`src/rtl/riscv_pkg.sv`:
```
// Shared RISC-V fetch constants: address width, reset vector default,
// instruction increment and alignment-check width.
package riscv_pkg;

  localparam int          XLEN                 = 32;
  localparam logic [31:0] RESET_VECTOR_DEFAULT = 32'h0000_0000;
  localparam int          INSN_BYTES           = 4;
  localparam int          ALIGN_W              = 2;

endpackage

```
`src/rtl/pc_incr.sv`:
```
// Sequential-successor adder: pc + INSN_BYTES, wrapping modulo 2^XLEN.
module pc_incr
  import riscv_pkg::*;
#(
  parameter int XLEN = riscv_pkg::XLEN
) (
  input  logic [XLEN-1:0] pc,
  output logic [XLEN-1:0] pc_plus4
);

  // Carry-out is intentionally dropped so the top of the address space wraps to 0.
  assign pc_plus4 = pc + XLEN'(INSN_BYTES);

endmodule

```
`src/rtl/pc_reg.sv`:
```
// Fetch-stage program counter: loads pc_next every cycle, exposes the
// successor address, a post-reset valid flag and a misalignment flag.
module pc_reg
  import riscv_pkg::*;
#(
  parameter int             XLEN         = riscv_pkg::XLEN,
  parameter logic [XLEN-1:0] RESET_VECTOR = XLEN'(RESET_VECTOR_DEFAULT)
) (
  input  logic            clk,
  input  logic            rst,
  input  logic [XLEN-1:0] pc_next,
  output logic [XLEN-1:0] pc_current,
  output logic [XLEN-1:0] pc_plus4,
  output logic            pc_valid,
  output logic            pc_misaligned
);

  logic [XLEN-1:0] pc_p0;
  logic            vld_p0;

  // Stage 0: PC register; rst is active-low and asynchronous so an unknown
  // pc_next cannot leak into the register while reset is held.
  always_ff @(posedge clk or negedge rst) begin
    if (!rst) begin
      pc_p0  <= RESET_VECTOR;
      vld_p0 <= 1'b0;
    end else begin
      pc_p0  <= pc_next;
      vld_p0 <= 1'b1;
    end
  end

  pc_incr #(
    .XLEN (XLEN)
  ) u_pc_incr (
    .pc       (pc_p0),
    .pc_plus4 (pc_plus4)
  );

  assign pc_current    = pc_p0;
  assign pc_valid      = vld_p0;
  assign pc_misaligned = |pc_p0[ALIGN_W-1:0];

endmodule

```
`config.mk`:
```
export PLATFORM = sky130hd
export DESIGN_NAME = pc_reg
export DESIGN_NICKNAME = d
export VERILOG_FILES = /design/src/rtl/riscv_pkg.sv /design/src/rtl/pc_incr.sv /design/src/rtl/pc_reg.sv
export SDC_FILE = /design/constraint.sdc
export NUM_CORES = 1
export LEC_CHECK = 0
export ABC_CLOCK_PERIOD_IN_PS = 3100
export BUFFER_PORTS_ARGS = -buffer_cell sky130_fd_sc_hd__buf_2
export CORE_MARGIN = 4
export CORE_UTILIZATION = 40
export DETAILED_ROUTE_END_ITERATION = 7
export PLACE_DENSITY = 0.87
export SLEW_MARGIN = 5
export SYNTH_ARGS = -nofsm -noshare
export SYNTH_HDL_FRONTEND = slang
export SYNTH_HIERARCHICAL = 1
export SYNTH_SLANG_ARGS = --single-unit
export TNS_END_PERCENT = 1
```
`constraint.sdc`:
```
create_clock -name clk -period 3.1 [get_ports clk]
set_input_delay 0.155 -clock clk [delete_from_list [all_inputs] [get_ports clk]]
set_output_delay 0.155 -clock clk [all_outputs]
set_load 0.005 [all_outputs]
```
==> flow_summary_export.csv, run 1 <==
group,metric,value,unit
outcome,run_status,"complete, no violations",
sta,slew_headroom,0.524,
route,wl,4450,um
clock_tree,ctsResizeCount,0,
cells_and_area,flow.area_growth_from_synthesis,64.9,%
route,detail_route.drc_violations,0,
logic_synthesis,synthMostInstantiatedCell,"dfrtp_1",
place,io_buffers,99,
route,route.antenna.remaining_nets,0,
sta,post-route-min-period,2.36,ns
floorplanning,fp-row-count,21,
floorplanning,area_of_the_core,0.00339,mm^2
sta,fin_tns_setup,0,ns
logic_synthesis,ys_seq_elements,33,
critical_path,worstPathCellList,"ha_1 > nand3_1 > nor4_4 > nand4_1 > xnor2_1 > buf_2",
critical_path,start_kind,"flop",
critical_path,critical-path-top-delay-family,"simple AND/OR/NAND/NOR gates",
pwr,leakage,0.00114,uW
sta,max_clock_freq,0.424,GHz
global_routing,number_of_antenna_violations_at_the_first_check_in_global_routing,0,
logic_synthesis,most_used_standard_cells_in_the_synthesized_netlist,"33 x dfrtp_1, 21 x xnor2_1, 10 x nand2_1, 10 x nand3_1, 9 x nand4_1",
critical_path,slowest_stage,"nor4_4",
global_routing,grt_max_degree,34,
logic_synthesis,yosysWarningCount,6,
clock_tree,cts-root-buf,"clkbuf_4",
floorplanning,initial_utilization,0.418,
logic_synthesis,netlist.area_leader.share,0.583,
pwr,power_density,366,mW/mm^2
logic_synthesis,synth.distinct_cells,21,
route,drt-pass1-iter-count,5,
route,drt-vias-per-instance,4.68,
sta,timing.final.hold_violations,0,
clock_tree,clk_pin_slew,0.10,ns
cells_and_area,num_antenna_cells,0,
clock_tree,cts_max_path_buffers,2,
place,placedInstanceArea,0.00195,mm^2
floorplanning,chipWidth,67.5,um
logic_synthesis,synth_top_flop_cell,"dfrtp_1",
place,place_hpwl,2940,um
logic_synthesis,syn-instance-count,118,
pwr,vdd_ir_drop_max,0.340,mV
sta,rsz0062_at_grt,"no",
logic_synthesis,synth_top_cells_by_area,"dfrtp_1 58%, xnor2_1 13%, xor2_1 4.3%",
logic_synthesis,synth_sequential_area_ratio,0.583,
critical_path,path_buf_inv,1,
logic_synthesis,synth_edf_count,0,
critical_path,critPathCaptureType,"output port",
route,dr_total_vias,1414,
cells_and_area,layout-drive-gt1-share,0.441,
critical_path,required_time_of_the_critical_path,2.94,ns
global_routing,first_global_vias,1395,
worst_hold_path,kind_of_path_behind_the_tightest_hold_check,"primary input to async pin",
sta,finalMaxSlewViolations,0,
route,drtIter0Drc,58,
cells_and_area,post-route-cell-area,0.00234,mm^2
clock_tree,cts_buffer_count,5,
critical_path,worst_ep_arrival_time,2.21,ns
logic_synthesis,synthesis.area,0.00142,mm^2
sta,finalHoldWorstSlack,0.427,ns
global_routing,grt_usage,0.200,
sta,worst-slew-pin-transition,0.714,ns
sta,period_share,0.761,
clock_tree,tritoncts,"yes",
logic_synthesis,postSynth.asyncResetShare,1.00,
logic_synthesis,syn-mean-instance-area,12.0,um^2
critical_path,path_class,"flop to output port",
global_routing,globalRouteOverflowTotal,0,
place,gp_congestion,0.751,
global_routing,wire_length_of_the_first_global_routing_pass,6580,um
floorplanning,die-area,0.00456,mm^2
floorplanning,io_pins,100,
cells_and_area,nNetsFinal,290,
sta,setup_viol_count_final,0,
logic_synthesis,synthDominantAreaCellType,"dfrtp_1",
critical_path,worst_path_largest_cell_delay,0.47,ns
job,cap_violations,0,
critical_path,worstPathMaxFanout,8,
clock_tree,clock_sink_count,33,
floorplanning,floorplan.die.height,67.5,um
logic_synthesis,syn_nets,153,
clock_tree,cts_max_level,2,
route,detail_route.wl_per_cell,14.7,um
==> where the power goes <==
group	internal, uW	total, uW	leakage (uW)	switching [uW]
Combinational	87.9	146	0.000720	57.6
Clock	86.4	229	0.0000320	143
Sequential	452	481	0.000385	29.0
==> metrics by stage <==
stage          instances  setup slack (ns)  utilization  total power, uW
3_3_place_gp         261              1.22        0.577              596
5_1_grt              302             0.559        0.689              898
4_1_cts              302             0.775        0.689              852
2_1_floorplan        118              1.50            -              521
6_report             302             0.740        0.689              856
3_5_place_dp         261              1.16        0.577              599
==> state kept, by name (all words and copies together) (netlist names) <==
register	count
pc_current	32
pc_valid	1
==> placed cells by master (no fill, tap or decap) <==
cell / count
and4_2: 1
or2_2: 2
nor3_1: 3
ha_1: 1
and4_1: 1
and2_1: 1
nand2_1: 10
nor2_1: 7
dlygate4sd3_1: 33
buf_2: 99
inv_1: 2
clkbuf_1: 1
and3_1: 2
dfrtp_1: 33
nand4_2: 1
nand3_2: 1
or2_1: 1
clkinv_2: 2
nand3_1: 10
clkbuf_4: 5
xor2_1: 7
nand4_1: 9
conb_1: 1
nor4_4: 2
xnor2_1: 21
==> what timing repair did <==
action	in CTS	in global routing
buffers inserted	0	0
hold buffers	33	0
endpoints found under the hold margin	65	0
==> routing by layer <==
layer,GRT usage,share of wire,vias to the layer above
met1,0.215,0.36,666
met4,0.0861,0.021,0
met5,0,0,-
li1,-,-,671
met3,0.0499,0.071,8
met2,0.368,0.55,69
==> cells by family (layout without fill, tap and decap cells) <==
| group | after synthesis | count (layout) | synth area share |
|---|---|---|---|
| fa+ha+maj | 1 | 1 | 0.00883 |
| other cells | 1 | 1 | 0.00265 |
| flops | 33 | 33 | 0.583 |
| simple gates | 51 | 51 | 0.216 |
| xor+xnor | 28 | 28 | 0.173 |
| buf+inv | 4 | 142 | 0.0159 |
==> final cells by class <==
| class | instances | area (um^2) |
|---|---|---|
| Multi-Input combinational cell | 81 | 568 |
| Fill cell | 257 | 1050 |
| Tap cell | 46 | 57.6 |
| Timing Repair Buffer | 132 | 826 |
| Clock buffer | 6 | 41.3 |
| Sequential cell | 33 | 826 |
| Clock inverter | 2 | 10.0 |
| Inverter | 2 | 7.51 |
==> worst paths after layout <==
kind | to | depth (start not counted) | start | slack [ns]
min in group clk | pc_current[5] | 2 | pc_next[5] | 0.45
hold / removal | pc_current[1] | 2 | rst | 0.43
setup / recovery | pc_plus4[28] | 6 | pc_current[2] | 0.74
max in group asynchronous | pc_current[12] | 2 | rst | 2.20
Note: power is estimated with default switching activity, not from simulation.
==> inputs of run 2 (changes only) <==
ABC_CLOCK_PERIOD_IN_PS = 2080   (was 3100)
CORE_UTILIZATION = 36   (was 40)
PLACE_DENSITY = 0.84   (was 0.87)
clock period = 2.08 ns   (was 3.1 ns; I/O delays follow)
==> run 2 against run 1 <==
Against the previous run:
- core utilization shrank 3.2 points
- first-iteration DRC count up 78%
- sequential power increased by 50%
- critical endpoint is now pc_plus4[18]
- highest routed layer unchanged
==> flow_summary_export.csv, run 2 (synthesized netlist as in run 1, its figures left out) <==
group,metric,value,unit
outcome,run_status,"complete, no violations",
global_routing,wire_length_of_the_first_global_routing_pass,7070,um
critical_path,worst_ep_arrival_time,1.91,ns
cells_and_area,most_used_cells_in_the_layout_excluding_fill_and_tap_cells,"99 x buf_2, 33 x dlygate4sd3_1, 31 x dfrtp_1, 21 x xnor2_1, 10 x nand2_1",
route,drt-pass1-iter-count,4,
cells_and_area,flow.area_growth_from_synthesis,73.7,%
place,gp_congestion,0.798,
place,preCtsSetupSlack,0.278,ns
route,wl,4610,um
clock_tree,cts-root-buf,"clkbuf_8",
clock_tree,clock_sink_count,33,
floorplanning,die-area,0.00500,mm^2
critical_path,critPathCaptureType,"output port",
floorplanning,io_pins,100,
worst_hold_path,kind_of_path_behind_the_tightest_hold_check,"primary input to async pin",
clock_tree,tritoncts,"yes",
sta,fin_tns_setup,0,ns
sta,setup_viol_count_final,0,
floorplanning,area_of_the_core,0.00374,mm^2
sta,period_share,0.969,
cells_and_area,postLayoutCoreUtil,0.657,
cells_and_area,final_common_cell,"buf_2",
place,place_hpwl,3110,um
floorplanning,initial_utilization,0.378,
job,cap_violations,0,
cells_and_area,nNetsFinal,296,
route,dr_total_vias,1458,
route,drt-vias-per-instance,4.70,
sta,max_clock_freq,0.496,GHz
sta,slew_headroom,0.542,
global_routing,globalRouteOverflowTotal,0,
clock_tree,clk_pin_slew,0.07,ns
critical_path,worstPathMaxFanout,8,
sta,finalMaxSlewViolations,0,
route,route.antenna.remaining_nets,0,
global_routing,grt_usage,0.183,
global_routing,first_global_vias,1478,
cells_and_area,layout.cells.non_filler,310,
clock_tree,cts_buffer_count,5,
floorplanning,floorplan.die.height,70.7,um
cells_and_area,num_antenna_cells,0,
floorplanning,fp-row-count,22,
floorplanning,chipWidth,70.7,um
critical_path,required_time_of_the_critical_path,1.98,ns
place,io_buffers,99,
pwr,leakage,0.00118,uW
pwr,power_density,598,mW/mm^2
place,dp_cells,264,
clock_tree,cts_max_path_buffers,2,
cells_and_area,largest_register_ff_count,32,
pwr,vdd_ir_drop_max,0.484,mV
pwr,power.total,1470,uW
sta,post-route-min-period,2.02,ns
sta,setup_slack,0.0650,ns
critical_path,path_class,"flop to output port",
global_routing,grt_max_degree,34,
sta,timing.final.hold_violations,0,
route,detail_route.wl_per_cell,14.9,um
sta,rsz0062_at_grt,"yes",
clock_tree,cts_max_level,2,
critical_path,start_kind,"flop",
sta,worst-slew-pin-transition,0.686,ns
cells_and_area,layout-drive-gt1-share,0.481,
global_routing,number_of_antenna_violations_at_the_first_check_in_global_routing,0,
route,drtIter0Drc,103,
route,detail_route.drc_violations,0,
run 2: worst max-delay path by stage:
stage | end | startpoint | slack (ns)
detailed placement | pc_plus4[31] | pc_current[2] | 0.28
floorplan | pc_plus4[28] | pc_current[2] | 0.53
global route | pc_plus4[24] | pc_current[3] | -0.07
finish | pc_plus4[18] | pc_current[2] | 0.06
CTS | pc_plus4[31] | pc_current[14] | 0.003
global placement | pc_plus4[31] | pc_current[2] | 0.30
run 2: metal layers:
metal  GRT usage  up-vias  wire length [um]
li1            -      683                 -
met1       0.189      676              1590
met2       0.332       80              2530
met3      0.0412       19               294
met4       0.115        0               192
met5           0        -                 0
run 2: cell type report:
class	instances	area (um^2)
fill	295	1280
multi-input combinational	81	592
tap	48	60.1
clock buffer	7	96.3
inverter	2	7.51
clock inverter	1	5.00
sequential	33	828
timing repair buffer	138	871
run 2: through the flow:
step	area, um^2	hold WS [ns]
3_3_place_gp	1960	0.196
2_1_floorplan	1420	-0.192
3_5_place_dp	1960	0.203
4_1_cts	2410	0.428
5_1_grt	2460	0.446
6_report	2460	0.389
run 2: power by group:
part	internal, uW	switching (uW)	leakage (uW)
clock	299	230	0.0000542
combinational	134	88.5	0.000747
sequential	675	44.7	0.000383
total	1110	364	0.00118
run 2: worst max-delay path: stages, from the launching register on:
cell	delay, ns
dfrtp_1	0.39
ha_2	0.21
nand3_2	0.12
nor4_4	0.26
buf_4	0.20
nand3_1	0.13
xnor2_1	0.16
buf_2	0.14
run 2: timing repair:
item / CTS / global route
setup buffers: 0 / 5
setup endpoints to repair: 5 / 15
resized for setup: 2 / 5
hold buffers: 33 / 0
hold endpoints to repair: 65 / 0
pin swaps: 1 / 4
